**src/rtl/snake_seg_monitor.sv**
```systemverilog
// Watches an asynchronous 7-segment bus showing a 3-segment "snake", debounces
// each pattern, and tracks head position, direction, legal moves and errors.
module snake_seg_monitor #(
    parameter int STABLE_CYCLES = 4,
    parameter int CNT_W         = 16
) (
    input  logic             clk,
    input  logic             rst_n,
    input  logic [6:0]       seg_in,
    input  logic             dp_in,
    output logic [2:0]       head,
    output logic             head_valid,
    output logic             dir,
    output logic             move_pulse,
    output logic [CNT_W-1:0] move_count,
    output logic [7:0]       dp_count,
    output logic             err_pulse,
    output logic [1:0]       err_code,
    output logic             locked
);

    // state | meaning
    // SYNC  | no reference frame yet, waiting for a popcount-3 frame
    // ARMED | reference frame known, head not yet known
    // TRACK | head known, moves checked against adjacency
    typedef enum logic [1:0] {SYNC, ARMED, TRACK} state_t;

    localparam logic [3:0] STABLE = 4'(STABLE_CYCLES);

    localparam logic [1:0] ERR_POP = 2'd1;
    localparam logic [1:0] ERR_DELTA = 2'd2;
    localparam logic [1:0] ERR_ADJ = 2'd3;

    state_t     state, state_nx;
    logic [6:0] seg_s1, seg_s2;
    logic       dp_s1, dp_s2, dp_d;
    logic [6:0] cand;
    logic [3:0] stab_cnt;
    logic [6:0] ref_frame, ref_nx;

    logic       accept;
    logic [6:0] added, removed;
    logic [2:0] add_idx;
    logic [6:0] head_adj;
    logic [2:0] head_cw, head_ccw;
    logic       delta_ok;

    logic [2:0] head_nx;
    logic       dir_nx;
    logic       move_nx;
    logic       err_nx;
    logic [1:0] code_nx;

    function automatic logic [2:0] popcnt7(input logic [6:0] v);
        logic [2:0] c;
        c = '0;
        for (int i = 0; i < 7; i++) begin
            c = c + 3'(v[i]);
        end
        return c;
    endfunction

    function automatic logic [2:0] seg_index(input logic [6:0] v);
        logic [2:0] idx;
        idx = '0;
        for (int i = 0; i < 7; i++) begin
            if (v[i]) begin
                idx = 3'(i);
            end
        end
        return idx;
    endfunction

    function automatic logic [6:0] adj_mask(input logic [2:0] s);
        logic [6:0] m;
        case (s)
            3'd0:    m = 7'b0100010;
            3'd1:    m = 7'b1000101;
            3'd2:    m = 7'b1001010;
            3'd3:    m = 7'b0010100;
            3'd4:    m = 7'b1101000;
            3'd5:    m = 7'b1010001;
            3'd6:    m = 7'b0110110;
            default: m = 7'b0000000;
        endcase
        return m;
    endfunction

    always_ff @(posedge clk or negedge rst_n) begin
        if (!rst_n) begin
            seg_s1 <= '0;
            seg_s2 <= '0;
            dp_s1  <= 1'b0;
            dp_s2  <= 1'b0;
            dp_d   <= 1'b0;
        end else begin
            seg_s1 <= seg_in;
            seg_s2 <= seg_s1;
            dp_s1  <= dp_in;
            dp_s2  <= dp_s1;
            dp_d   <= dp_s2;
        end
    end

    // Candidate debounce: any change restarts the count at 1.
    always_ff @(posedge clk or negedge rst_n) begin
        if (!rst_n) begin
            cand     <= '0;
            stab_cnt <= '0;
        end else if (seg_s2 != cand) begin
            cand     <= seg_s2;
            stab_cnt <= 4'd1;
        end else if (stab_cnt != STABLE) begin
            stab_cnt <= stab_cnt + 4'd1;
        end
    end

    assign accept   = (stab_cnt == STABLE) && (cand != ref_frame);
    assign added    = cand & ~ref_frame;
    assign removed  = ref_frame & ~cand;
    assign add_idx  = seg_index(added);
    assign head_adj = adj_mask(head);
    assign head_cw  = (head == 3'd5) ? 3'd0 : head + 3'd1;
    assign head_ccw = (head == 3'd0) ? 3'd5 : head - 3'd1;
    assign delta_ok = (popcnt7(added) == 3'd1) && (popcnt7(removed) == 3'd1);

    always_comb begin
        state_nx = state;
        ref_nx   = ref_frame;
        head_nx  = head;
        dir_nx   = dir;
        move_nx  = 1'b0;
        err_nx   = 1'b0;
        code_nx  = err_code;
        if (accept) begin
            ref_nx = cand;
            if (popcnt7(cand) != 3'd3) begin
                err_nx   = 1'b1;
                code_nx  = ERR_POP;
                state_nx = SYNC;
            end else if (state == SYNC) begin
                state_nx = ARMED;
            end else if (!delta_ok) begin
                err_nx   = 1'b1;
                code_nx  = ERR_DELTA;
                state_nx = ARMED;
            end else if (state == ARMED) begin
                move_nx  = 1'b1;
                head_nx  = add_idx;
                state_nx = TRACK;
            end else if (head_adj[add_idx]) begin
                move_nx = 1'b1;
                head_nx = add_idx;
                // Ring moves set direction; moves through the middle keep it.
                if (head != 3'd6 && add_idx != 3'd6) begin
                    if (add_idx == head_cw) begin
                        dir_nx = 1'b0;
                    end else if (add_idx == head_ccw) begin
                        dir_nx = 1'b1;
                    end
                end
            end else begin
                err_nx   = 1'b1;
                code_nx  = ERR_ADJ;
                state_nx = ARMED;
            end
        end
    end

    always_ff @(posedge clk or negedge rst_n) begin
        if (!rst_n) begin
            state      <= SYNC;
            ref_frame  <= '0;
            head       <= '0;
            head_valid <= 1'b0;
            dir        <= 1'b0;
            move_pulse <= 1'b0;
            move_count <= '0;
            err_pulse  <= 1'b0;
            err_code   <= '0;
            locked     <= 1'b0;
        end else begin
            state      <= state_nx;
            ref_frame  <= ref_nx;
            head       <= head_nx;
            head_valid <= (state_nx == TRACK);
            dir        <= dir_nx;
            move_pulse <= move_nx;
            move_count <= move_count + CNT_W'(move_nx);
            err_pulse  <= err_nx;
            err_code   <= code_nx;
            locked     <= (state_nx != SYNC);
        end
    end

    always_ff @(posedge clk or negedge rst_n) begin
        if (!rst_n) begin
            dp_count <= '0;
        end else if (dp_s2 && !dp_d && dp_count != 8'hFF) begin
            dp_count <= dp_count + 8'd1;
        end
    end

endmodule

```
**config.mk**
```make
export PLATFORM = sky130hd
export DESIGN_NAME = snake_seg_monitor
export DESIGN_NICKNAME = d
export VERILOG_FILES = /design/src/rtl/snake_seg_monitor.sv
export SDC_FILE = /design/constraint.sdc
export NUM_CORES = 1
export LEC_CHECK = 0
export BUFFER_PORTS_ARGS = -buffer_cell sky130_fd_sc_hd__buf_2
export CAP_MARGIN = 20
export CELL_PAD_IN_SITES_DETAIL_PLACEMENT = 2
export CELL_PAD_IN_SITES_GLOBAL_PLACEMENT = 2
export CORE_MARGIN = 2
export CORE_UTILIZATION = 38
export DETAILED_ROUTE_END_ITERATION = 7
export GPL_TIMING_DRIVEN = 0
export PLACE_DENSITY_LB_ADDON = 0.1
export RECOVER_POWER = 100
export SYNTH_ARGS = -nofsm -noshare
export SYNTH_HDL_FRONTEND = slang
export SYNTH_SLANG_ARGS = --single-unit
export TNS_END_PERCENT = 20
```
**constraint.sdc**
```tcl
create_clock -name clk -period 6.5 [get_ports clk]
set_clock_uncertainty 0.2 [all_clocks]
set_input_delay 1.3 -clock clk [delete_from_list [all_inputs] [get_ports clk]]
set_output_delay 1.3 -clock clk [all_outputs]
set_load 0.02 [all_outputs]
```
==> summary.txt, run 1 <==
Finish-stage setup viols: 0
Worst flop-to-flop path endpoint: move_count[15]
R2R Path Start: cand[0]
Routability cong.: 0.7381
N_diodes: 0
Final hold viol count: 0
Top cells by area, synth: dfrtp_1 49%, ha_1 6.9%, fa_1 6.6%, xnor2_1 5.5%, inv_1 4.2%
Die X: 102.0 um
Post-synth EDFFs: 0
Root Buffer: clkbuf_8
Clk sinks: 71
Yosys top cell area share: 0.4865
Wirelength per Cell: 16.68 um
Worst setup SP type: register
Crit-path max FO: 6
Post-CTS setup buffers: 0
WS Path Type: reg2reg
Post-synthesis async set-or-reset flop share: 1.000
WHS: 147.9 ps
Setup ws final: 582.5 ps
Critical path's largest stage delay: 550 ps
CP Data Arrival Time: 5950 ps
Vias/cell: 4.937
Nets: 428
Worst slew pin tran: 3772 ps
Worst skew pair latency: 350 ps
Violated checks: capacitance limit, slew limit
Min Tclk post-route: 5918 ps
Mean post-synth cell area: 11.03 sq um
Std-Cell Rows: 35
Crit path cell chain: inv_1 -> ha_1 -> fa_1 -> inv_1 -> fa_1 -> fa_1 -> inv_1 -> fa_1 -> nor4_1 -> nor3b_2 -> nand3b_1 -> or3b_1 -> buf_6 -> inv_1 -> ha_1 -> and3_1 -> and2_0 -> nor3b_1 -> nand3_1 -> xnor2_1
TritonCTS clock tree: built
DRC Markers: 0
Most frequent cell after synthesis: dfrtp_1
PwrDens: 237.1 nW/um^2
Setup TNS: 0 ps
Vias in the first global route: 2,848
# hold bufs at CTS: 0
Top Ports: 44
Final HPWL DP: 6487 um
Die area: 10,410 sq um
Power, Total: 994.4 uW
Setup crit start: cand[0]
Status: finished with violations
Total gr overflow: 0
Antenna violations before repair: 0
Largest net degree at the start of global routing: 72
Flop-to-flop setup slack: 580 ps
Max-slew violation count: 72
Global-route wire length before repair: 14,800 um
Num CTS Buffers: 9
1st-iter DRT viols: 68
Post-synth top area cell: dfrtp_1
Chip height: 102.0 um
Post-synthesis sequential area ratio: 0.4865
Seq cells post-synth: 71
Cell count after synthesis: 331
Routed Antenna Nets: 0
Pre-CTS setup slack: 210.3 ps
Mapped cell area: 3652 sq um
Hold endpoint: seg_s2[3]
Ys flop type: dfrtp_1
Max frequency: 169.0 MHz
RSZ-0062 raised after global routing: no
Area Overhead vs Synth: 14.83%
Register area: 1777 sq um
Setup crit end kind: register
Share of cells above drive strength 1: 0.09463
Slowest stage cell, crit path: fa_1
Area of the multi-input gates: 1630 sq um
Clk buf depth: 2
Max rail drop VDD: 0.1589 mV
# fillers: 1,042
Gr usage total: 0.1877
Vias post-DR: 2,567
Worst hold path cell count: 0
Worst-path clk slew: 80 ps
Commonest cells post-synth: 71 x dfrtp_1, 41 x inv_1, 23 x xnor2_1
Worst-case reg-to-reg path depth: 20
Net Count, Synth: 373
DR pass1 iterations: 4
Worst hold path type: reg2reg
DRT Wirelength: 8673 um
Hold path startpoint: seg_s1[3]
Critical Path RT: 6540 ps
Synth warn: 0
Core Box Area: 9284 sq um
Leakage power total: 0.001906 uW
Relative slew slack: -1.514
IO Port Bufs: 43
Max-cap viol count: 1
Htree depth: 3
Period utilisation layout: 0.9104
Initial core utilization: 0.3934
Synth cell types: 53
-- cell families (layout without fill, tap and decap cells) --
kind of cell | Yosys count | after routing | share of synthesized area
simple gates | 89 | 89 | 0.1350
flops | 71 | 71 | 0.4865
buf+inv | 57 | 117 | 0.06646
compound gates | 44 | 44 | 0.08188
xor+xnor | 33 | 33 | 0.07913
fa+ha+maj | 32 | 32 | 0.1343
mux | 5 | 5 | 0.01679
-- power by group --
group / leakage [uW] / total, uW / switching [uW] / internal (uW)
logic: 0.000877 / 135 / 85.2 / 50.3
registers: 0.000922 / 491 / 24.7 / 466
clock network: 0.000107 / 368 / 168 / 200
-- final cells by class --
class,count,share of cell area
sequential,71,0.4236
multi-input combinational,203,0.3887
timing repair buffer,44,0.04177
tap,129,0.03848
clock buffer,12,0.03699
inverter,41,0.03669
buffer,16,0.02118
clock inverter,4,0.01253
-- layer usage --
layer | wire [um] | track usage | part of all wire
met2 | 4384 | 0.3193 | 0.51
met4 | 138 | 0.07077 | 0.016
met3 | 245 | 0.03010 | 0.028
met5 | 0 | 0 | 0
met1 | 3905 | 0.2423 | 0.45
-- critical path: cells and delay by family (launching register included) --
kind          cells  cell delay [ps]
simple gates      8             2280
fa+ha+maj         6             2240
xor+xnor          1              150
flops             1              480
buf+inv           5              460
-- what timing repair did --
item                       CTS  global route
hold endpoints to repair     0             0
setup endpoints to repair    0             2
gates resized for setup      0             1
-- per-stage QoR --
stage / instance area (sq um) / utilization / std cells
3_3_place_gp: 4029 / 0.4340 / 503
5_1_grt: 4194 / 0.4518 / 520
4_1_cts: 4239 / 0.4566 / 519
6_report: 4194 / 0.4518 / 520
3_5_place_dp: 4031 / 0.4342 / 503
2_1_floorplan: 3652 / - / 331
-- registers in the layout (all words and copies together) (netlist names) --
name and cells:
move_count 16, stab_cnt 4, state 2, seg_s2 7, err_pulse 1, locked 1
head_valid 1, dir 1, dp_s2 1, cand 7, ref_frame 7, err_code 2
dp_count 8, seg_s1 7, head 3, move_pulse 1, dp_s1 1, dp_d 1
-- cells in the final DEF (no fill, tap or decap), types with 2 or more instances in the layout --
cell type,instances
nand2_1,18
nand2b_1,2
or2_1,2
clkbuf_8,11
o22a_1,2
nor4_1,5
xnor2_1,23
a2bb2oi_1,2
buf_2,10
ha_1,20
a21oi_1,9
a311oi_1,2
mux2i_1,2
nand4_1,7
mux2_1,2
inv_1,41
a31oi_1,5
or3b_1,2
nor3_1,6
buf_6,3
o21ai_0,10
nor2_1,14
xor2_1,10
nor3b_1,2
clkbuf_1,47
nand3_1,12
fa_1,12
dfrtp_1,71
nand3b_1,3
nand4b_1,2
and3_1,6
-- how the worst max path moves through the flow --
stage / end
4_1_cts: move_count[15]
6_report: move_count[15]
3_5_place_dp: move_count[15]
2_1_floorplan: move_count[15]
3_3_place_gp: move_count[15]
5_1_grt: move_count[15]
Note: power is estimated with default switching activity, not from simulation.
==> inputs of run 2 (changes only) <==
--- a/config.mk
+++ b/config.mk
@@ -12,9 +12,9 @@
 export CORE_MARGIN = 2
 export CORE_UTILIZATION = 38
 export DETAILED_ROUTE_END_ITERATION = 7
-export GPL_TIMING_DRIVEN = 0
 export PLACE_DENSITY_LB_ADDON = 0.1
 export RECOVER_POWER = 100
+export SKIP_LAST_GASP = 1
 export SYNTH_ARGS = -nofsm -noshare
 export SYNTH_HDL_FRONTEND = slang
 export SYNTH_SLANG_ARGS = --single-unit
==> summary.txt, run 2 (synthesis results as in run 1) <==
P_int: 733.7 uW (was 716.6 uW)
Setup crit end kind: register (unchanged)
TritonCTS clock tree: built (unchanged)
Die X: 102.0 um (unchanged)
Num CTS Buffers: 9 (unchanged)
Cts repair resizes: 0 (unchanged)
Htree depth: 3 (unchanged)
Final instance area: 4123 sq um (was 4194 sq um)
RSZ-0062 raised after global routing: no (unchanged)
Switching Share: 0.2859 (was 0.2794)
Worst skew pair latency: 350 ps (about the same)
Routability cong.: 0.7357 (was 0.7381)
Antenna violations before repair: 0 (unchanged)
Setup TNS: 0 ps (unchanged)
Worst hold path type: reg2reg (unchanged)
Finish-stage setup viols: 0 (unchanged)
Worst hold path cell count: 0 (unchanged)
N_diodes: 0 (unchanged)
Final hold viol count: 0 (unchanged)
Max rail drop VDD: 0.1636 mV (was 0.1589 mV)
Period utilisation layout: 0.9062 (was 0.9104)
Max frequency: 169.8 MHz (was 169.0 MHz)
Die area: 10,410 sq um (unchanged)
CP Data Arrival Time: 5930 ps (was 5950 ps)
Min Tclk post-route: 5890 ps (was 5918 ps)
Max reg flops: 16 (unchanged)
P_sw: 293.8 uW (was 277.8 uW)
Share of cells above drive strength 1: 0.08245 (was 0.09463)
Global-route wire length before repair: 14,550 um (was 14,800 um)
1st-iter DRT viols: 64 (was 68)
Hold endpoint: seg_s2[3] (unchanged)
Gr usage total: 0.1831 (was 0.1877)
Worst-path clk slew: 80 ps (about the same)
Leakage power total: 0.001865 uW (was 0.001906 uW)
Final HPWL DP: 6303 um (was 6487 um)
Worst slew pin tran: 3742 ps (was 3772 ps)
Flop-to-flop setup slack: 610 ps (was 580 ps)
Std-Cell Rows: 35 (unchanged)
WP buf/inv: 4 (was 5)
DR pass1 iterations: 4 (unchanged)
Area Overhead vs Synth: 12.88% (was 14.83%)
Slowest stage cell, crit path: nor3b_1 (was fa_1)
Worst flop-to-flop path endpoint: move_count[15] (unchanged)
Logic gate share of total power: 0.125 (was 0.136)
Commonest non-fill, non-tap cell in the layout: dfrtp_1 (unchanged)
Core Box Area: 9284 sq um (unchanged)
Violated checks: capacitance limit, slew limit (unchanged)
DRT Wirelength: 8579 um (was 8673 um)
Top Ports: 44 (unchanged)
Largest net degree at the start of global routing: 72 (unchanged)
Crit path cell chain: inv_1 -> ha_1 -> fa_1 -> inv_1 -> fa_1 -> fa_1 -> inv_1 -> fa_1 -> nor4_1 -> nor3b_1 -> nand3b_1 -> or3b_1 -> inv_1 -> ha_1 -> and3_1 -> and2_0 -> nor3b_1 -> nand3_1 -> xnor2_1 (was inv_1 -> ha_1 -> fa_1 -> inv_1 -> fa_1 -> fa_1 -> inv_1 -> fa_1 -> nor4_1 -> nor3b_2 -> nand3b_1 -> or3b_1 -> buf_6 -> inv_1 -> ha_1 -> and3_1 -> and2_0 -> nor3b_1 -> nand3_1 -> xnor2_1)
Vias/cell: 5.059 (was 4.937)
Routed Antenna Nets: 0 (unchanged)
DRC Markers: 0 (unchanged)
IO Port Bufs: 43 (unchanged)
Vias post-DR: 2,555 (was 2,567)
Total gr overflow: 0 (unchanged)
Hold path startpoint: seg_s1[3] (unchanged)
Initial core utilization: 0.3934 (unchanged)
Critical Path RT: 6540 ps (about the same)
Post-CTS setup buffers: 0 (unchanged)
Crit-path leading delay family: simple AND/OR/NAND/NOR gates (unchanged)
Root Buffer: clkbuf_8 (unchanged)
Max-cap viol count: 1 (unchanged)
WS Path Type: reg2reg (unchanged)
Largest reg by FF count: move_count (unchanged)
Clk pwr share: 0.396 (was 0.370)
Critical path's largest stage delay: 620 ps (was 550 ps)
Largest regs: move_count: 16 flops, dp_count: 8 flops (unchanged)
R2R Path Start: cand[0] (unchanged)
Seq pwr share: 0.479 (was 0.494)
# fillers: 1,009 (was 1,042)
Cell Area, Placed: 3958 sq um (was 4031 sq um)
Relative slew slack: -1.495 (was -1.514)
Chip height: 102.0 um (unchanged)
Worst setup SP type: register (unchanged)
Most frequent cells in the layout: 71 x dfrtp_1, 41 x inv_1, 37 x clkbuf_1, 23 x xnor2_1, 20 x ha_1 (was 71 x dfrtp_1, 47 x clkbuf_1, 41 x inv_1, 23 x xnor2_1, 20 x ha_1)
Clk sinks: 71 (unchanged)
# hold bufs at CTS: 0 (unchanged)
Vias in the first global route: 2,882 (was 2,848)
Status: finished with violations (unchanged)
Max-slew violation count: 72 (unchanged)
Clk buf depth: 2 (unchanged)
Wirelength per Cell: 16.99 um (was 16.68 um)
Final Core Density: 0.4441 (was 0.4518)
Nets: 413 (was 428)
Crit-path max FO: 6 (unchanged)
PwrDens: 249.2 nW/um^2 (was 237.1 nW/um^2)
Worst-case reg-to-reg path depth: 19 (was 20)
run 2: changes by cell type in the layout (fill, tap and decap cells not counted), sizes merged:
cell	delta
clkbuf	-12
buf	-6
inv	+3
clkinv	-2
bufinv	+1
clkinvlp	+1
run 2: final cells by class:
type / count / area [sq um] / share of cell area
repair buffers: 45 / 178.9 / 0.04340
flip-flops and latches: 71 / 1777 / 0.4310
clock inverters: 7 / 102.6 / 0.02489
clock buffers: 9 / 123.9 / 0.03005
well taps: 129 / 161.4 / 0.03915
multi-input cells: 203 / 1625 / 0.3942
inverters: 41 / 153.9 / 0.03733
run 2: worst max-delay path by stage:
stage | start | endpoint | cells after the start
floorplan | cand[0] | move_count[15] | 20
global placement | cand[0] | move_count[15] | 19
detailed placement | cand[0] | move_count[15] | 19
CTS | cand[0] | move_count[13] | 19
global route | cand[0] | move_count[13] | 19
finish | cand[0] | move_count[15] | 19
run 2: metal layers:
layer	vias up	GRT usage	wire, um
li1	1183	-	-
met4	0	0.04718	76
met5	-	0	0
met1	1325	0.2345	3735
met2	40	0.3173	4525
met3	7	0.03899	241
run 2: metrics by stage:
stage | instances | setup WS, ps | power [uW] | hold WS (ps)
after detailed placement | 489 | 542.2 | 637.6 | 138.5
after global routing | 505 | 136.1 | 1083 | 171.3
after floorplan | 331 | 1223 | 583.1 | 131.2
final | 505 | 609.5 | 1028 | 155.6
after CTS | 505 | 522.3 | 1052 | 159.8
after global placement | 489 | 813.4 | 630.6 | 131.8
run 2: worst reg2reg max path, cell delays in order, from the launching register on:
cell      delay (ps)
dfrtp_1          450
inv_1            100
ha_1             230
fa_1             530
inv_1             50
fa_1             440
fa_1             370
inv_1             80
fa_1             400
nor4_1           270
nor3b_1          620
nand3b_1         130
or3b_1           460
inv_1            130
ha_1             200
and3_1           210
and2_0           210
nor3b_1          400
nand3_1          150
xnor2_1          150
run 2: power by group through the flow:
stage	registers (uW)	clock network (uW)	logic, uW
floorplan	516	0	66.8
detailed placement	501	0	137
global placement	498	0	133
CTS	492	421	139
finish	492	407	128
global route	496	442	145
